### config.mk
export PLATFORM = sky130hd
export DESIGN_NAME = ofm_axi_wr_master
export DESIGN_NICKNAME = d
export VERILOG_FILES = /design/src/rtl/ofm_axi_wr_master.sv
export SDC_FILE = /design/constraint.sdc
export NUM_CORES = 1
export LEC_CHECK = 0
export ABC_AREA = 1
export CORE_AREA = 8 8 500 502
export DETAILED_ROUTE_END_ITERATION = 10
export DIE_AREA = 0 0 508 510
export GPL_ROUTABILITY_DRIVEN = 0
export GPL_TIMING_DRIVEN = 0
export PLACE_DENSITY = 0.3
export SLEW_MARGIN = 20
export SYNTH_ARGS = -nofsm -noshare
export SYNTH_HDL_FRONTEND = slang
export SYNTH_SLANG_ARGS = --single-unit
### constraint.sdc
create_clock -name clk -period 4.3 [get_ports clk]
set_clock_uncertainty 0.15 [all_clocks]
set_input_delay 0.645 -clock clk [delete_from_list [all_inputs] [get_ports clk]]
set_output_delay 0.645 -clock clk [all_outputs]
set_load 0.02 [all_outputs]
### src/rtl/ofm_axi_wr_master.sv
// ofm_axi_wr_master
// -----------------
// Writes a request of wmst_xfer_size bytes, taken from a 512-bit stream,
// to memory at wmst_addr using AXI write bursts of up to MAX_BURST beats.
// Only one burst is outstanding at a time. wmst_done pulses once per request.
//
// Parameters
//   MAX_BURST  maximum beats per AXI burst (1..256)
//   WORD_BYTE  bytes per 512-bit beat
//
// Ports
//   clk, rst_n                 clock, asynchronous active-low reset
//   wmst_req/addr/xfer_size    one-cycle request pulse, base address, byte length
//   wmst_done                  one-cycle completion pulse
//   s_tdata/s_valid/s_ready    input data stream
//   m_axi_aw*                  AXI write address channel
//   m_axi_w*                   AXI write data channel (wstrb all ones)
//   m_axi_b*                   AXI write response channel
//   wr_err                     sticky error flag
//
// Build option
//   WR_RESP_ERR_EN  when defined, wr_err sets on any non-OKAY write response
//                   and clears only on reset; otherwise wr_err is tied low
//                   and bresp is ignored.
module ofm_axi_wr_master #(
    parameter int MAX_BURST = 16,
    parameter int WORD_BYTE = 64
) (
    input  logic         clk,
    input  logic         rst_n,
    input  logic         wmst_req,
    input  logic [63:0]  wmst_addr,
    input  logic [63:0]  wmst_xfer_size,
    output logic         wmst_done,
    input  logic [511:0] s_tdata,
    input  logic         s_valid,
    output logic         s_ready,
    output logic         m_axi_awvalid,
    input  logic         m_axi_awready,
    output logic [63:0]  m_axi_awaddr,
    output logic [7:0]   m_axi_awlen,
    output logic         m_axi_wvalid,
    input  logic         m_axi_wready,
    output logic [511:0] m_axi_wdata,
    output logic [63:0]  m_axi_wstrb,
    output logic         m_axi_wlast,
    input  logic         m_axi_bvalid,
    output logic         m_axi_bready,
    input  logic [1:0]   m_axi_bresp,
    output logic         wr_err
);

    typedef enum logic [2:0] {
        ST_IDLE = 3'd0,
        ST_AW   = 3'd1,
        ST_W    = 3'd2,
        ST_B    = 3'd3,
        ST_DONE = 3'd4
    } state_t;

    state_t       state_r;
    state_t       state_s;
    logic [63:0]  cur_addr_r;
    logic [63:0]  beats_left_r;
    logic [8:0]   beat_cnt_r;

    logic [8:0]   burst_len_s;
    logic         last_beat_s;
    logic         w_hs_s;
    logic         b_hs_s;
    logic [63:0]  req_beats_s;
    logic [63:0]  beats_after_s;

    // Burst length derived from the remaining beats; beats_left_r is stable
    // throughout AW/W/B, so awlen and wlast see a constant value per burst.
    always_comb begin
        if (beats_left_r > 64'(MAX_BURST)) begin
            burst_len_s = 9'(MAX_BURST);
        end else begin
            burst_len_s = beats_left_r[8:0];
        end
    end

    assign last_beat_s   = (beat_cnt_r == (burst_len_s - 9'd1));
    assign w_hs_s        = (state_r == ST_W) && s_valid && m_axi_wready;
    assign b_hs_s        = (state_r == ST_B) && m_axi_bvalid;
    // Remainder bytes below one beat are intentionally dropped.
    assign req_beats_s   = wmst_xfer_size / 64'(WORD_BYTE);
    assign beats_after_s = beats_left_r - 64'(burst_len_s);

    // State register.
    always_ff @(posedge clk or negedge rst_n) begin
        if (!rst_n) begin
            state_r <= ST_IDLE;
        end else begin
            state_r <= state_s;
        end
    end

    // Next-state logic.
    always_comb begin
        state_s = state_r;
        case (state_r)
            ST_IDLE: begin
                if (wmst_req) begin
                    state_s = (req_beats_s == 64'd0) ? ST_DONE : ST_AW;
                end else begin
                    state_s = ST_IDLE;
                end
            end
            ST_AW: begin
                if (m_axi_awready) begin
                    state_s = ST_W;
                end else begin
                    state_s = ST_AW;
                end
            end
            ST_W: begin
                if (w_hs_s && last_beat_s) begin
                    state_s = ST_B;
                end else begin
                    state_s = ST_W;
                end
            end
            ST_B: begin
                if (m_axi_bvalid) begin
                    state_s = (beats_after_s == 64'd0) ? ST_DONE : ST_AW;
                end else begin
                    state_s = ST_B;
                end
            end
            ST_DONE: state_s = ST_IDLE;
            default: state_s = ST_IDLE;
        endcase
    end

    // Address / remaining-beat bookkeeping: latched on request, advanced per response.
    always_ff @(posedge clk or negedge rst_n) begin
        if (!rst_n) begin
            cur_addr_r   <= 64'd0;
            beats_left_r <= 64'd0;
        end else if ((state_r == ST_IDLE) && wmst_req) begin
            cur_addr_r   <= wmst_addr;
            beats_left_r <= req_beats_s;
        end else if (b_hs_s) begin
            cur_addr_r   <= cur_addr_r + (64'(burst_len_s) * 64'(WORD_BYTE));
            beats_left_r <= beats_after_s;
        end else begin
            cur_addr_r   <= cur_addr_r;
            beats_left_r <= beats_left_r;
        end
    end

    // Beat counter within the current burst; rearmed while the address is offered.
    always_ff @(posedge clk or negedge rst_n) begin
        if (!rst_n) begin
            beat_cnt_r <= 9'd0;
        end else begin
            case (state_r)
                ST_AW:   beat_cnt_r <= 9'd0;
                ST_W:    beat_cnt_r <= w_hs_s ? (beat_cnt_r + 9'd1) : beat_cnt_r;
                default: beat_cnt_r <= beat_cnt_r;
            endcase
        end
    end

    // Output decode; the data channel is a combinational pass-through during W only.
    always_comb begin
        m_axi_awvalid = 1'b0;
        m_axi_awaddr  = 64'd0;
        m_axi_awlen   = 8'd0;
        m_axi_wvalid  = 1'b0;
        m_axi_wdata   = 512'd0;
        m_axi_wlast   = 1'b0;
        m_axi_bready  = 1'b0;
        m_axi_wstrb   = 64'hFFFF_FFFF_FFFF_FFFF;
        s_ready       = 1'b0;
        wmst_done     = 1'b0;
        case (state_r)
            ST_AW: begin
                m_axi_awvalid = 1'b1;
                m_axi_awaddr  = cur_addr_r;
                m_axi_awlen   = 8'(burst_len_s - 9'd1);
            end
            ST_W: begin
                m_axi_wvalid = s_valid;
                m_axi_wdata  = s_tdata;
                m_axi_wlast  = last_beat_s;
                s_ready      = m_axi_wready;
            end
            ST_B:    m_axi_bready = 1'b1;
            ST_DONE: wmst_done    = 1'b1;
            default: wmst_done    = 1'b0;
        endcase
    end

`ifdef WR_RESP_ERR_EN
    logic wr_err_r;

    // Sticky error flag: any accepted non-OKAY response sets it until reset.
    always_ff @(posedge clk or negedge rst_n) begin
        if (!rst_n) begin
            wr_err_r <= 1'b0;
        end else if (b_hs_s && (m_axi_bresp != 2'b00)) begin
            wr_err_r <= 1'b1;
        end else begin
            wr_err_r <= wr_err_r;
        end
    end

    assign wr_err = wr_err_r;
`else
    logic unused_bresp_s;

    assign unused_bresp_s = ^m_axi_bresp;
    assign wr_err         = 1'b0;
`endif

endmodule

==> flow_metrics.tcl, run 1 <==
set metrics [dict create \
    cpMostUsedCell "nor2_4" \
    cts_tree "built" \
    io-pin-count 1304 \
    grt_max_degree 74 \
    fmax_mhz 236 \
    root_buffer "clkbuf_16" \
    firstDrtPassIters 7 \
    max_cap_viol_count 0 \
    ff2ff_setup_slack_ns 0.17 \
    reg2reg_to "cur_addr_r[62]" \
    period_share 0.984 \
    dieArea_um2 259000 \
    tightest_slew_ns 1.16 \
    clk_pin_slew_ns 0.07 \
    num_rows 181 \
    grt_setup_unrepaired "true" \
    cts.sinks 140 \
    yosysUniqueCellTypes 47 \
    r2r-start "beats_left_r[26]" \
    die_h_um 510 \
    cpPeakStageDelay_ns 0.93 \
    cts_made_buffers 17 \
    crit_fanout 5 \
    overflow 0 \
    power-per-cell-area_nw_per_um2 559 \
    critPathArrivalTime_ns 3.44 \
    utilization 0.142 \
    drv_slew 0 \
    critPathLaunchType "flop" \
    area_growth_pct 121 \
    vdd_drop_max_mv 0.342 \
    synth-edff-count 0 \
    fp.coreArea_um2 242000 \
    synth_top_cell_by_area "dfrtp_1" \
    path_cells "nor2_1, nand2_2, nor2_4, nand3_2, nor2_4, nand2_8, nor2_4, inv_4, ha_4, buf_4, nor2_1, clkdlybuf4s50_1" \
    layout_commonest_cell "clkdlybuf4s50_1" \
    seq_area_frac_synth 0.226 \
    die_width_um 508 \
    layout_common_cells "clkdlybuf4s50_1, inv_1, nor2_1" \
    cts_htree_levels 4 \
    cp_slowest_cell "clkdlybuf4s50_1" \
    drive_above_1_share 0.107 \
    io_buffers 1230 \
    nets 4892 \
    leakagePower_nw 15.7 \
    worstSetupPathType "reg -> out" \
    hold_viol_final 0 \
    wl_um 272000 \
    synth_ff_type "dfrtp_1" \
    setup_viol 0 \
    ys_warn_count 0 \
    grt_pass1_wl_um 325000 \
    syn_area_um2 15500 \
    post_drt_wl_per_cell_um 36.3 \
    finalCriticalPeriod_ns 4.23 \
    post-route-drc-count 0 \
    reg2reg_depth 29 \
    required_ns 3.50 \
    synth_area_leaders "dfrtp_1, nor2_1, inv_1" \
    antenna_found_initial 256 \
    vias_per_cell 3.31 \
    clk_path_buf_depth 2 \
    ant_nets 0 \
    slew_headroom 0.222 \
    hp-class "in -> async" \
    status "complete, no violations" \
    synthCells 2833 \
    synthDominantCellAreaShare 0.226 \
    num_vias 24800 \
    postSynthAreaPerCell_um2 5.48 \
    grt_pass1_vias 25200 \
    synthArstFlopShare 1.00 \
    place_hpwl_um 251000 \
    stdcell_count 7497 \
    start_util 0.0642 \
    grt_usage 0.200 \
    ys_ff_latch 140 \
    dp_cells 7335 \
    drt_iter0_markers 1816 \
    clock_latency_ns 0.50 \
    cp-end-kind "output port" \
]
==> state kept, by name, indices dropped and copies added, names as in the netlist <==
| signal | cells |
|---|---|
| beat_cnt_r | 9 |
| state_r | 3 |
| cur_addr_r | 64 |
| beats_left_r | 64 |
==> critical path, delay by kind of cell, from the launching register on <==
family	cells	cell delay [ns]
DFF	1	0.44
buffers and inverters	3	1.15
and+or+nand+nor	8	1.10
adders and majority gates	1	0.24
==> cells in the mapped netlist (all sizes together), types with 2 or more instances <==
master	instances
nor3	49
dfrtp	140
o22ai	3
a21oi	22
inv	788
a31oi	2
buf	76
a221o	2
nand3	90
o211ai	49
ha	12
xor2	56
nor4	23
conb	2
nor2	829
nand3b	6
nor3b	2
clkbuf	95
nand4	43
o221ai	59
nand2	420
o311ai	2
xnor2	7
o21bai	5
o21ai	45
==> per-stage QoR <==
stage	instance area, um^2	setup WS (ns)	setup TNS [ns]	total power (W)	hold WS, ns
after floorplan	15800	0.247	0	0.00853	0.199
after detailed placement	32200	-1.16	-70.09	0.0172	0.317
final	34300	0.0679	0	0.0191	0.0101
after CTS	33600	-0.0380	-0.0380	0.0193	0.0305
after global placement	32100	-5.18	-971.36	0.0173	0.297
after global routing	34200	-0.0615	-0.198	0.0203	0.0436
==> cell type report <==
class | instances | area (um^2)
Fill cell | 28400 | 208000
Timing Repair Buffer | 1311 | 12900
Multi-Input combinational cell | 1801 | 9220
Tap cell | 3202 | 4010
Sequential cell | 140 | 3530
Inverter | 789 | 2980
Buffer | 170 | 943
Clock buffer | 19 | 453
Antenna cell | 52 | 130
Clock inverter | 13 | 119
==> power breakdown <==
part / switching, W / internal (W) / leakage, nW / total [W]
Combinational: 0.0103 / 0.00472 / 13.7 / 0.0150
Clock: 0.000812 / 0.000793 / 0.278 / 0.00161
Sequential: 0.000650 / 0.00192 / 1.73 / 0.00257
==> timing repair <==
| action | 4_1_cts | 5_1_grt |
|---|---|---|
| hold buffers | 0 | 0 |
| pin swaps | 31 | 51 |
| setup buffers | 51 | 28 |
| cloned | 0 | 0 |
| setup endpoints to repair | 561 | 105 |
| resized for setup | 422 | 121 |
==> kinds of logic after synthesis <==
logic type	synth area share
flip-flops	0.226
XOR/XNOR	0.0355
other	0.000483
buffers and inverters	0.249
adder cells (fa/ha/maj)	0.0110
AO/OA/AOI/OAI	0.0871
AND/OR/NAND/NOR	0.392
==> routing by layer <==
| layer | vias up | track usage | part of all wire |
|---|---|---|---|
| met2 | 1401 | 0.371 | 0.52 |
| met3 | 467 | 0.120 | 0.14 |
| met5 | - | 0 | 0.0019 |
| li1 | 11100 | - | - |
| met4 | 84 | 0.0706 | 0.044 |
| met1 | 11800 | 0.177 | 0.30 |
==> worst max path at each step <==
stage	from	to	slack, ns	depth (start not counted)
after global placement	rst_n	cur_addr_r[32]	-5.18	1
after CTS	beats_left_r[57]	cur_addr_r[62]	-0.04	29
after floorplan	beats_left_r[20]	cur_addr_r[62]	0.25	30
final	beats_left_r[26]	m_axi_awlen[1]	0.07	12
after detailed placement	beats_left_r[31]	cur_addr_r[62]	-1.16	30
after global routing	beats_left_r[54]	cur_addr_r[62]	-0.06	29
(Power assumes the default switching activity.)
==> inputs of run 2 (changes only) <==
--- a/config.mk
+++ b/config.mk
@@ -7,6 +7,7 @@
 export LEC_CHECK = 0
 export ABC_AREA = 1
 export CORE_AREA = 8 8 500 502
+export CTS_BUF_LIST = sky130_fd_sc_hd__clkbuf_16
 export DETAILED_ROUTE_END_ITERATION = 10
 export DIE_AREA = 0 0 508 510
 export GPL_ROUTABILITY_DRIVEN = 0
==> run 2 against run 1 <==
  * Core utilization hardly changed
  * Clock power is 3% lower
  * Critical path depth stayed put
  * Cell count hardly changed
  * Maximum frequency is 0.23% higher
  * Highest routed layer unchanged
  * Global-route usage hardly changed
  * Largest power group unchanged
  * Via count hardly changed
==> flow_metrics.tcl, run 2 (same netlist as run 1, synthesis figures left out) <==
set metrics [dict create \
    layout_common_cells "clkdlybuf4s50_1, inv_1, nor2_1" \
    cpMostUsedCell "nor2_4" \
    num_vias 24800 \
    drt_iter0_markers 1793 \
    leakagePower_nw 15.7 \
    vias_per_cell 3.31 \
    place_hpwl_um 251000 \
    layout_setup_ws_ns 0.0775 \
    critPathArrivalTime_ns 3.43 \
    io-pin-count 1304 \
    firstDrtPassIters 7 \
    worstSetupPathType "reg -> out" \
    antenna_found_initial 256 \
    wl_um 272000 \
    required_ns 3.50 \
    grt_usage 0.200 \
    cts_made_buffers 17 \
    ant_nets 0 \
    layout_commonest_cell "clkdlybuf4s50_1" \
    cts.sinks 140 \
    path_cells "nor2_2, nand2_2, nor2_4, nand3_2, nor2_4, nand2_8, nor2_4, inv_4, ha_4, buf_4, nor2_1, clkdlybuf4s50_1" \
    grt_max_degree 74 \
    critPathLaunchType "flop" \
    fp.coreArea_um2 242000 \
    cp-end-kind "output port" \
    cpPeakStageDelay_ns 0.93 \
    drive_above_1_share 0.107 \
    cts_tree "built" \
    max_cap_viol_count 0 \
    root_buffer "clkbuf_16" \
    power-per-cell-area_nw_per_um2 558 \
    hp-class "in -> async" \
    fin_setup_tns_ns 0 \
    fmax_mhz 237 \
    status "complete, no violations" \
    hold_viol_final 0 \
    io_buffers 1230 \
    die_h_um 510 \
    cts_htree_levels 4 \
    reg2reg_to "cur_addr_r[62]" \
    cp_slowest_cell "clkdlybuf4s50_1" \
    crit_fanout 5 \
    period_share 0.982 \
    setup_viol 0 \
    post_drt_wl_per_cell_um 36.3 \
    reg2reg_depth 29 \
    drv_slew 0 \
    r2r-start "beats_left_r[54]" \
    grt_setup_unrepaired "true" \
    num_rows 181 \
    grt_pass1_vias 25300 \
    grt_pass1_wl_um 325000 \
    start_util 0.0642 \
    clk_path_buf_depth 2 \
    tightest_slew_ns 1.22 \
    pre_cts_slack_ns -1.16 \
    clock_latency_ns 0.50 \
    dieArea_um2 259000 \
    fillCellCount 28400 \
    slew_headroom 0.177 \
    vdd_drop_max_mv 0.339 \
    nets 4892 \
    clk_pin_slew_ns 0.08 \
    post-route-drc-count 0 \
    die_width_um 508 \
    ff2ff_setup_slack_ns 0.18 \
    overflow 0 \
    top_regs "beats_left_r x64, cur_addr_r x64, beat_cnt_r x9" \
    area_growth_pct 120 \
    finalCriticalPeriod_ns 4.22 \
]
run 2: cell count changes in the layout (fill, tap and decap cells not counted), sizes merged:
| cell | change |
|---|---|
| diode | +3 |
| clkinv | +2 |
| clkbuf | -2 |
run 2: critical path: cells and delay by family, from the launching register on:
family	cells	cell delay, ns
flops	1	0.43
buf+inv	3	1.15
fa+ha+maj	1	0.24
simple gates	8	1.10
run 2: metrics by stage:
| stage | cell area [um^2] | std cells | hold slack, ns | power [W] | utilization |
|---|---|---|---|---|---|
| global route | 34200 | 7471 | 0.0431 | 0.0203 | 0.141 |
| floorplan | 15800 | 2901 | 0.199 | 0.00853 | - |
| detailed placement | 32200 | 7335 | 0.317 | 0.0172 | 0.133 |
| finish | 34200 | 7500 | 0.00854 | 0.0191 | 0.142 |
| CTS | 33600 | 7417 | 0.0307 | 0.0193 | 0.139 |
| global placement | 32100 | 7333 | 0.297 | 0.0173 | 0.133 |
run 2: report_power, final:
part,internal [W],leakage (nW),switching [W]
combinational,0.00472,13.7,0.0103
clock,0.000757,0.267,0.000807
sequential,0.00192,1.73,0.000648
total,0.00739,15.7,0.0117
run 2: repair_timing:
action,in CTS,in global routing
buffers inserted,51,28
pin swaps,31,51
endpoints found under the setup margin,561,105
hold buffers,0,0
gates resized for setup,422,120
cloned,0,0
run 2: worst max-delay path by stage:
| stage | startpoint | slack [ns] | end | cells past startpoint |
|---|---|---|---|---|
| floorplan | beats_left_r[20] | 0.25 | cur_addr_r[62] | 30 |
| global placement | rst_n | -5.18 | cur_addr_r[32] | 1 |
| detailed placement | beats_left_r[31] | -1.16 | cur_addr_r[62] | 30 |
| CTS | beats_left_r[57] | -0.04 | cur_addr_r[62] | 29 |
| global route | beats_left_r[54] | -0.06 | cur_addr_r[62] | 29 |
| finish | beats_left_r[54] | 0.08 | m_axi_awlen[1] | 12 |
run 2: layout make-up:
cell class	instances	area, um^2	area share
inverter	789	2980	0.0869
clock buffer	17	425	0.0124
clock inverter	15	126	0.00369
antenna	55	138	0.00402
tap	3202	4010	0.117
buffer	170	943	0.0276
multi-input combinational	1801	9220	0.269
timing repair buffer	1311	12900	0.376
sequential	140	3530	0.103
run 2: per-layer routing:
metal	track usage	up-vias	share of wire
met2	0.371	1398	0.52
li1	-	11100	-
met3	0.120	457	0.13
met5	0	-	0.0019
met1	0.177	11800	0.30
met4	0.0706	84	0.043
==> inputs of run 3 (changes only) <==
--- a/config.mk
+++ b/config.mk
@@ -17,3 +17,4 @@
 export SYNTH_ARGS = -nofsm -noshare
 export SYNTH_HDL_FRONTEND = slang
 export SYNTH_SLANG_ARGS = --single-unit
+export TNS_END_PERCENT = 1
==> run 3 against run 2 <==
  * Cell count is 0.19% lower
  * Design area is 0.54% lower
  * Global-route usage hardly changed
  * Routed wire length hardly changed
  * Worst hold slack better by 0.0066 ns
  * Sequential cell count stayed put
  * Via count is 0.14% lower
  * Count of clock-buffer cells in the layout stayed put
  * Die area stayed put
  * Non-clock buffer count is 10 lower
  * Critical path depth is 3 lower
  * Core utilization is 0.077 points lower
  * Largest power group unchanged
==> flow_metrics.tcl, run 3 (same netlist as run 1, synthesis figures left out) <==
set metrics [dict create \
    cts_htree_levels 4 \
    die_h_um 510 \
    tightest_slew_ns 1.15 \
    io-pin-count 1304 \
    post-route-drc-count 0 \
    clk_pin_slew_ns 0.08 \
    p_sw_w 0.0117 \
    power_frac_comb 0.783 \
    required_ns 3.50 \
    drive_above_1_share 0.0990 \
    post_drt_wl_per_cell_um 36.3 \
    status "complete, no violations" \
    layout_setup_ws_ns 0.0103 \
    io_buffers 1230 \
    layout_common_cells "clkdlybuf4s50_1, inv_1, nor2_1" \
    wl_um 272000 \
    cp-end-kind "output port" \
    grt_max_degree 74 \
    critPathLaunchType "flop" \
    dieArea_um2 259000 \
    setup_viol 0 \
    num_vias 24800 \
    cts_made_buffers 17 \
    clock_latency_ns 0.49 \
    grt_usage 0.200 \
    firstDrtPassIters 8 \
    final_cell_area_um2 34100 \
    area_growth_pct 119 \
    finalCriticalPeriod_ns 4.29 \
    multi_input_area_um2 9130 \
    grt_pass1_wl_um 324000 \
    seqCellArea_um2 3530 \
    antenna_found_initial 255 \
    power.share.clock 0.082 \
    overflow 0 \
    wl_met2_um 139000 \
    hp-class "in -> async" \
    fillCellCount 28400 \
    wl_met1_um 82500 \
    power.internal_w 0.00736 \
    slew_headroom 0.228 \
    drv_slew 0 \
    nets 4882 \
    cts.sinks 140 \
    drt_iter0_markers 1726 \
    dp_cells 7335 \
    grt_setup_unrepaired "true" \
    leakagePower_nw 15.5 \
    place_hpwl_um 251000 \
    critPathArrivalTime_ns 3.49 \
    post_dp_cell_area_um2 32200 \
    root_buffer "clkbuf_16" \
    vdd_drop_max_mv 0.340 \
    layout_commonest_cell "clkdlybuf4s50_1" \
    crit_fanout 10 \
    period_share 0.998 \
    top_regs "beats_left_r x64, cur_addr_r x64, beat_cnt_r x9" \
    top_layer "met5" \
    hold_viol_final 0 \
    seq_power_share 0.135 \
    ant_nets 0 \
    start_util 0.0642 \
    stdcell_count 7486 \
    vias_per_cell 3.31 \
    fp.coreArea_um2 242000 \
    met3RoutedLength_um 37000 \
    fin_setup_tns_ns 0 \
    num_rows 181 \
    power-per-cell-area_nw_per_um2 559 \
    die_width_um 508 \
    pre_cts_slack_ns -1.16 \
    worstSetupPathType "reg -> out" \
    clk_path_buf_depth 2 \
    grt_pass1_vias 25200 \
    cts_tree "built" \
    fmax_mhz 233 \
    max_cap_viol_count 0 \
    netSwitchingFraction 0.614 \
]
## run 3: cell count changes in the layout (fill, tap and decap cells not counted), sizes merged
| cell | previous run | this run |
|---|---|---|
| clkdlybuf4s50 | 1059 | 1068 |
| buf | 170 | 154 |
| clkdlybuf4s15 | 30 | 23 |
| clkdlybuf4s18 | 1 | 0 |
| clkbuf | 113 | 114 |
| dlymetal6s2s | 31 | 24 |
| diode | 55 | 51 |
| dlygate4sd2 | 94 | 105 |
## run 3: critical path, cell delays in order (launching register included)
cell,delay [ns]
dfrtp_1,0.43
inv_1,0.11
nand2_1,0.08
nor2_2,0.26
inv_1,0.14
clkbuf_8,0.24
clkbuf_8,0.25
clkbuf_1,0.27
nor2_2,0.46
clkdlybuf4s50_1,0.72
## run 3: area by class of cell
type / instances / area share
diodes: 51 / 0.00375
plain buffers: 170 / 0.0277
clock buffers: 17 / 0.0125
clock inverters: 15 / 0.00371
inverters: 789 / 0.0873
multi-input cells: 1801 / 0.268
flip-flops and latches: 140 / 0.104
well taps: 3202 / 0.118
repair buffers: 1301 / 0.376
## run 3: metal layers
layer / up-vias / global-route usage
met5: - / 0
met4: 94 / 0.0708
met3: 466 / 0.125
met2: 1413 / 0.371
met1: 11700 / 0.175
li1: 11100 / -
## run 3: power groups by stage
stage               sequential (W)  clock (W)  combinational [W]
finish                     0.00257    0.00156             0.0149
global route               0.00264    0.00167             0.0159
CTS                        0.00255    0.00163             0.0151
detailed placement         0.00256          0             0.0146
global placement           0.00256          0             0.0147
floorplan                  0.00233          0            0.00620
## run 3: metrics by stage
stage,utilization,total power [W],hold WS (ns)
2_1_floorplan,-,0.00853,0.199
3_3_place_gp,0.133,0.0173,0.297
3_5_place_dp,0.133,0.0172,0.317
4_1_cts,0.139,0.0192,0.0307
5_1_grt,0.141,0.0202,0.0427
6_report,0.141,0.0190,0.0151
## run 3: timing repair
action,in CTS,in global routing
hold buffers,0,0
endpoints found under the hold margin,0,0
pin swaps,29,25
endpoints found under the setup margin,561,99
gates resized for setup,373,98
buffers inserted,50,19
## run 3: worst paths after layout
| check | end | cells past startpoint | start | slack (ns) |
|---|---|---|---|---|
| setup / recovery | m_axi_wdata[327] | 9 | state_r[2] | 0.01 |
| hold / removal | beats_left_r[34] | 1 | rst_n | 0.02 |
| setup reg to reg | cur_addr_r[50] | 27 | beats_left_r[26] | 0.12 |
| hold reg to reg | state_r[2] | 1 | state_r[2] | 0.37 |
| max in group asynchronous | cur_addr_r[34] | 2 | rst_n | 3.08 |
| min in group clk | state_r[2] | 1 | state_r[2] | 0.37 |
